===== config.mk =====
export PLATFORM = sky130hd
export DESIGN_NAME = serial_subtractor
export DESIGN_NICKNAME = d
export VERILOG_FILES = /design/src/rtl/serial_subtractor.sv
export SDC_FILE = /design/constraint.sdc
export NUM_CORES = 1
export LEC_CHECK = 0
export ABC_CLOCK_PERIOD_IN_PS = 3300
export CAP_MARGIN = 20
export CORE_MARGIN = 2
export CORE_UTILIZATION = 46
export DETAILED_ROUTE_END_ITERATION = 10
export PLACE_DENSITY = 0.72
export SYNTH_ARGS = -nofsm -noshare
export SYNTH_HDL_FRONTEND = slang
export SYNTH_SLANG_ARGS = --single-unit
export TNS_END_PERCENT = 20

===== constraint.sdc =====
create_clock -name clk -period 3.3 [get_ports clk]
set_input_delay 0.66 -clock clk [delete_from_list [all_inputs] [get_ports clk]]
set_output_delay 0.66 -clock clk [all_outputs]
set_load 0.03 [all_outputs]

===== src/rtl/serial_subtractor.sv =====
`timescale 1ns/1ps
// serial_subtractor: bit-serial a - b - bin, LSB first, one full-subtractor
// cell shared across all bit positions. start/done handshake, registered outputs.
module serial_subtractor #(
  parameter int WIDTH = 4
) (
  input  logic             clk,
  input  logic             rst,
  input  logic             start,
  input  logic [WIDTH-1:0] a,
  input  logic [WIDTH-1:0] b,
  input  logic             bin,
  output logic             busy,
  output logic             done,
  output logic [WIDTH-1:0] diff_out,
  output logic             borrow_out
);

  localparam int CNT_W = (WIDTH > 1) ? $clog2(WIDTH) : 1;

  typedef enum logic [1:0] {
    IDLE = 2'd0,
    RUN  = 2'd1,
    DONE = 2'd2
  } state_t;

  state_t           state_q;
  logic [CNT_W-1:0] cnt_q;
  logic [WIDTH-1:0] a_sh_q;
  logic [WIDTH-1:0] b_sh_q;
  logic [WIDTH-1:0] d_sh_q;
  logic [WIDTH-1:0] diff_q;
  logic             br_q;
  logic             borrow_q;
  logic             busy_q;
  logic             done_q;

  logic             d_bit_d;
  logic             br_d;
  logic             last_d;
  logic [WIDTH-1:0] d_sh_d;

  // One-bit full subtractor: returns {borrow_next, difference}.
  function automatic logic [1:0] full_sub(input logic x, input logic y, input logic br);
    logic d;
    logic bo;
    d  = x ^ y ^ br;
    bo = (~x & y) | (~(x ^ y) & br);
    return {bo, d};
  endfunction

  // Current bit's difference/borrow and the D register as it will look after this shift.
  always_comb begin
    {br_d, d_bit_d} = full_sub(a_sh_q[0], b_sh_q[0], br_q);
    d_sh_d          = (d_sh_q >> 1) | {d_bit_d, {(WIDTH-1){1'b0}}};
    last_d          = (cnt_q == CNT_W'(WIDTH - 1));
  end

  // Control FSM plus shift datapath; outputs are registered here.
  always_ff @(posedge clk or posedge rst) begin
    if (rst) begin
      state_q  <= IDLE;
      cnt_q    <= '0;
      a_sh_q   <= '0;
      b_sh_q   <= '0;
      d_sh_q   <= '0;
      br_q     <= 1'b0;
      diff_q   <= '0;
      borrow_q <= 1'b0;
      busy_q   <= 1'b0;
      done_q   <= 1'b0;
    end else begin
      case (state_q)
        // DONE lasts one cycle and accepts a new request just like IDLE.
        IDLE, DONE: begin
          done_q <= 1'b0;
          if (start) begin
            a_sh_q  <= a;
            b_sh_q  <= b;
            br_q    <= bin;
            cnt_q   <= '0;
            busy_q  <= 1'b1;
            state_q <= RUN;
          end else begin
            state_q <= IDLE;
          end
        end
        RUN: begin
          a_sh_q <= a_sh_q >> 1;
          b_sh_q <= b_sh_q >> 1;
          d_sh_q <= d_sh_d;
          br_q   <= br_d;
          if (last_d) begin
            // Final bit: publish the full difference, including this edge's bit.
            diff_q   <= d_sh_d;
            borrow_q <= br_d;
            busy_q   <= 1'b0;
            done_q   <= 1'b1;
            state_q  <= DONE;
          end else begin
            cnt_q <= cnt_q + CNT_W'(1);
          end
        end
        default: begin
          busy_q  <= 1'b0;
          done_q  <= 1'b0;
          state_q <= IDLE;
        end
      endcase
    end
  end

  assign busy       = busy_q;
  assign done       = done_q;
  assign diff_out   = diff_q;
  assign borrow_out = borrow_q;

endmodule

# Word-level counts from Yosys, hierarchy flattened
# Cells that the tools add are included.
# classes
add_sub_neg	1
n_eq_ne	6
muxes	17
n_bitwise	8
n_reduce_logical	7
# op_table
cell	n
case mux 4 bit (2 select lines)	2
2-to-1 mux 4 bit	2
case mux 2 bit (2 select lines)	2
2-to-1 mux 1 bit	6
2-to-1 mux 2 bit	3
!= test 2 bit, second input constant	3
AND reduction 2 bit	3
== test 2 bit, second input constant	2
OR 3 x 4 -> 4 bit	1
case mux 1 bit (2 select lines)	2
AND reduction 3 bit	1
adder 2 x 1 -> 2 bit, second input constant	1
AND 1 bit	2
== test 2 x 1 -> 1 bit, second input constant	1
logical NOT 2 bit	1
NOT 1 bit	2
nonzero test 2 bit	1
OR reduction 2 bit	1
XOR 1 bit	2
OR 1 bit	1
# totals
register_bits	24
out_inout_bits	7
word_cells	49

# Longest topological paths before layout
# depth
ltp_word	5
mapped_depth	4
depth_no_buf	4

# Least setup slack after synthesis
# No wires, ideal clock.
# synth_timing
path_type	register -> register
startpoint	reg state_q[1]
endpoint	reg d_sh_q[1]
t_arrival_ns	1.160
slack_ns	2.014
path_stages_with_launch	4
period_less_slack_ns	1.286
path_cell_list	dfrtp_1 > nand2b_1 > buf_6 > mux2_4
# synth_between
elab_chain_len	1
# synth_rtl
item	line_no	rtl
start, declared	27	state_t state_q;
start signal, assigned	62	state_q <= IDLE;
start signal, assigned	83	state_q <= RUN;
start signal, assigned	85	state_q <= IDLE;
== test 2 x 1 -> 1 bit	73	case (state_q)
end signal, assigned	91	d_sh_q <= d_sh_d;
end, declared	31	logic [WIDTH-1:0] d_sh_q;
# No other way between the ends.
# A chain may end at the register's enable or synchronous reset.

==> results.cfg <==
[finish]
layout_common_cells = dfrtp_1 (22), clkdlybuf4s50_1 (18), inv_1 (10)
final_common_cell = dfrtp_1
nets = 112
syn_to_final_growth_pct = 23.1
layout-drive-gt1-share = 0.175
fillers = 173
multi_input_area_um2 = 377
seq_area_um2 = 551
antenna_cells = 0

[synth]
syn-cell-area_um2 = 987
yosys_warnings = 0
ys_ff_latch = 22
yosys.area.top_type_share = 0.558
synth_cell_type_count = 23
synth_area_leader_cell = dfrtp_1
synthCells = 77
yosysSeqAreaShare = 0.558
ys_top_cells_by_area = dfrtp_1 (56%), mux2_4 (11%), a21oi_1 (4.1%)
synth.avg_cell_area_um2 = 12.8
syn-num-nets = 91

[timing]
skew_ns = 0.00544
tns_ns = 0
hold_viol = 0
slew_violations = 0
slew_headroom = 0.463
rsz0062_at_grt = false
max_freq_mhz = 466
tightestPinTransition_ns = 0.805
post-route-period-util = 0.650
setup_violations = 0
fin_crit_ns = 2.15

[pwr]
p_clk_frac = 0.119
seq_power_share = 0.404
power.share.combinational = 0.477
power_uw = 1230
cellLeakagePower_uw = 0.000587
swShare = 0.366
power.switching_uw = 450
p_per_area_nw_per_um2 = 1010
internal_power_uw = 779
irDropWorstVdd_uv = 592

[routing]
first_pass_iters = 3
wl_per_cell_um = 12.4
via_count = 620
drt_iter0_markers = 3
vias_per_cell = 5.00
drtAntennaViolNets = 0
wl_um = 1540
route.detailed.drc = 0

[clock_tree]
htreeDepth = 1
cts_hold_buf = 0
clk_latency_ns = 0.30
clock_path_buffers = 2
clk_pin_slew_ns = 0.11
cts_tree = done
cts_setup_buffers = 0
cts-resized-gates = 0
cts.sinks = 22
root_buffer = clkbuf_4
cts_buffers = 3

[global_route]
gr-total-overflow = 0
grt_use_total = 0.141
grt_max_degree = 23
antenna_found_initial = 0
grt_first_pass_wirelength_um = 2570
grt_pass1_vias = 586

[critical_path]
cp-end-kind = output port
r2r_slack_ns = 1.84
critPathLaunchType = flop
path_class = reg2out
crit_fanout = 6
crit_buf_inv = 1
cp_data_required_time_ns = 2.64
crit_path_top_delay_cell = clkdlybuf4s50_1
critical_path.top_delay_family = buffers and inverters
slowest_delay_ns = 0.71
arrival_ns = 1.49
cp_cell_sequence = clkdlybuf4s50_1

[placed_design]
post-dp-hpwl_um = 1150
place_congestion = 0.739
port_buffers = 18

[floorplanning]
pin_count = 19
dieArea_um2 = 2530
dieWidth_um = 50.3
core_um2 = 2000
die_h_um = 50.3
initial_core_util = 0.493
core.rowCount = 16

[job]
drv_cap = 0

[min_path]
hold_path.class = reg2reg

[outcome]
outcome = completed
[power groups by stage]
| stage | combinational [uW] | clock [uW] | sequential, uW |
|---|---|---|---|
| after floorplan | 409 | 0 | 544 |
| after global placement | 578 | 0 | 497 |
| after detailed placement | 595 | 0 | 502 |
| after CTS | 595 | 151 | 497 |
| after global routing | 638 | 164 | 513 |
| final | 586 | 147 | 496 |
[per-stage QoR]
step / cells / setup slack (ns) / instance area (um^2) / hold WS, ns / utilization
6_report: 124 / 1.15 / 1210 / 0.508 / 0.607
5_1_grt: 124 / 1.08 / 1210 / 0.533 / 0.607
4_1_cts: 124 / 1.13 / 1210 / 0.521 / 0.607
3_5_place_dp: 120 / 1.42 / 1180 / 0.493 / 0.589
3_3_place_gp: 120 / 1.45 / 1180 / 0.462 / 0.589
2_1_floorplan: 77 / 2.01 / 987 / 0.466 / -
[layout make-up]
class,count,share of cell area
clock buffers,4,0.0299
well taps,27,0.0278
flip-flops and latches,22,0.453
multi-input cells,43,0.310
inverters,10,0.0309
repair buffers,18,0.148
[routing by layer]
layer | track usage | vias to the layer above | wire, um
met1 | 0.183 | 291 | 764
met2 | 0.213 | 15 | 684
met4 | 0.0811 | 0 | 28
met3 | 0.0357 | 4 | 57
li1 | - | 310 | -
met5 | 0 | - | 0
[worst min-delay path, stage by stage (launching register included)]
cell and delay [ns]:
dfrtp_1 0.36, nand2_1 0.05, o21ai_0 0.07
[synth_stat cells]
master	n
dfrtp_1	22
inv_1	10
a21oi_1	8
mux2_4	7
o22ai_1	6
a22o_1	3
buf_6	2
nand2_1	2
nor2_2	2
o21ai_0	2
a211oi_1	1
a21o_4	1
a32o_1	1
and2b_1	1
fa_1	1
ha_1	1
mux2_2	1
nand2b_1	1
nand2b_2	1
nand3b_4	1
nor2_1	1
nor2b_1	1
xor2_1	1
[state kept, by name, summed over array words and instances, names as in the netlist]
signal,flops
b_sh_q,4
cnt_q,2
diff_out,4
a_sh_q,4
d_sh_q,3
borrow_out,1
busy,1
br_q,1
state_q,2
[final timing paths]
check	from	endpoint	cells past startpoint
setup / recovery	state_q[1]	done	1
hold / removal	borrow_out	borrow_out	2
setup reg to reg	state_q[0]	d_sh_q[2]	2
hold reg to reg	borrow_out	borrow_out	2
max in group asynchronous	rst	br_q	2
min in group asynchronous	rst	d_sh_q[1]	2
[kinds of logic after synthesis]
kind of cell               Yosys count  share of synthesized area
adders and majority gates            2                     0.0330
muxes                                8                      0.118
buffers and inverters               12                     0.0608
xor gates and xnor gates             1                    0.00887
and+or+nand+nor                     10                     0.0735
AOI/OAI and AO/OA                   22                      0.148
DFF                                 22                      0.558
(Power assumes the default switching activity.)
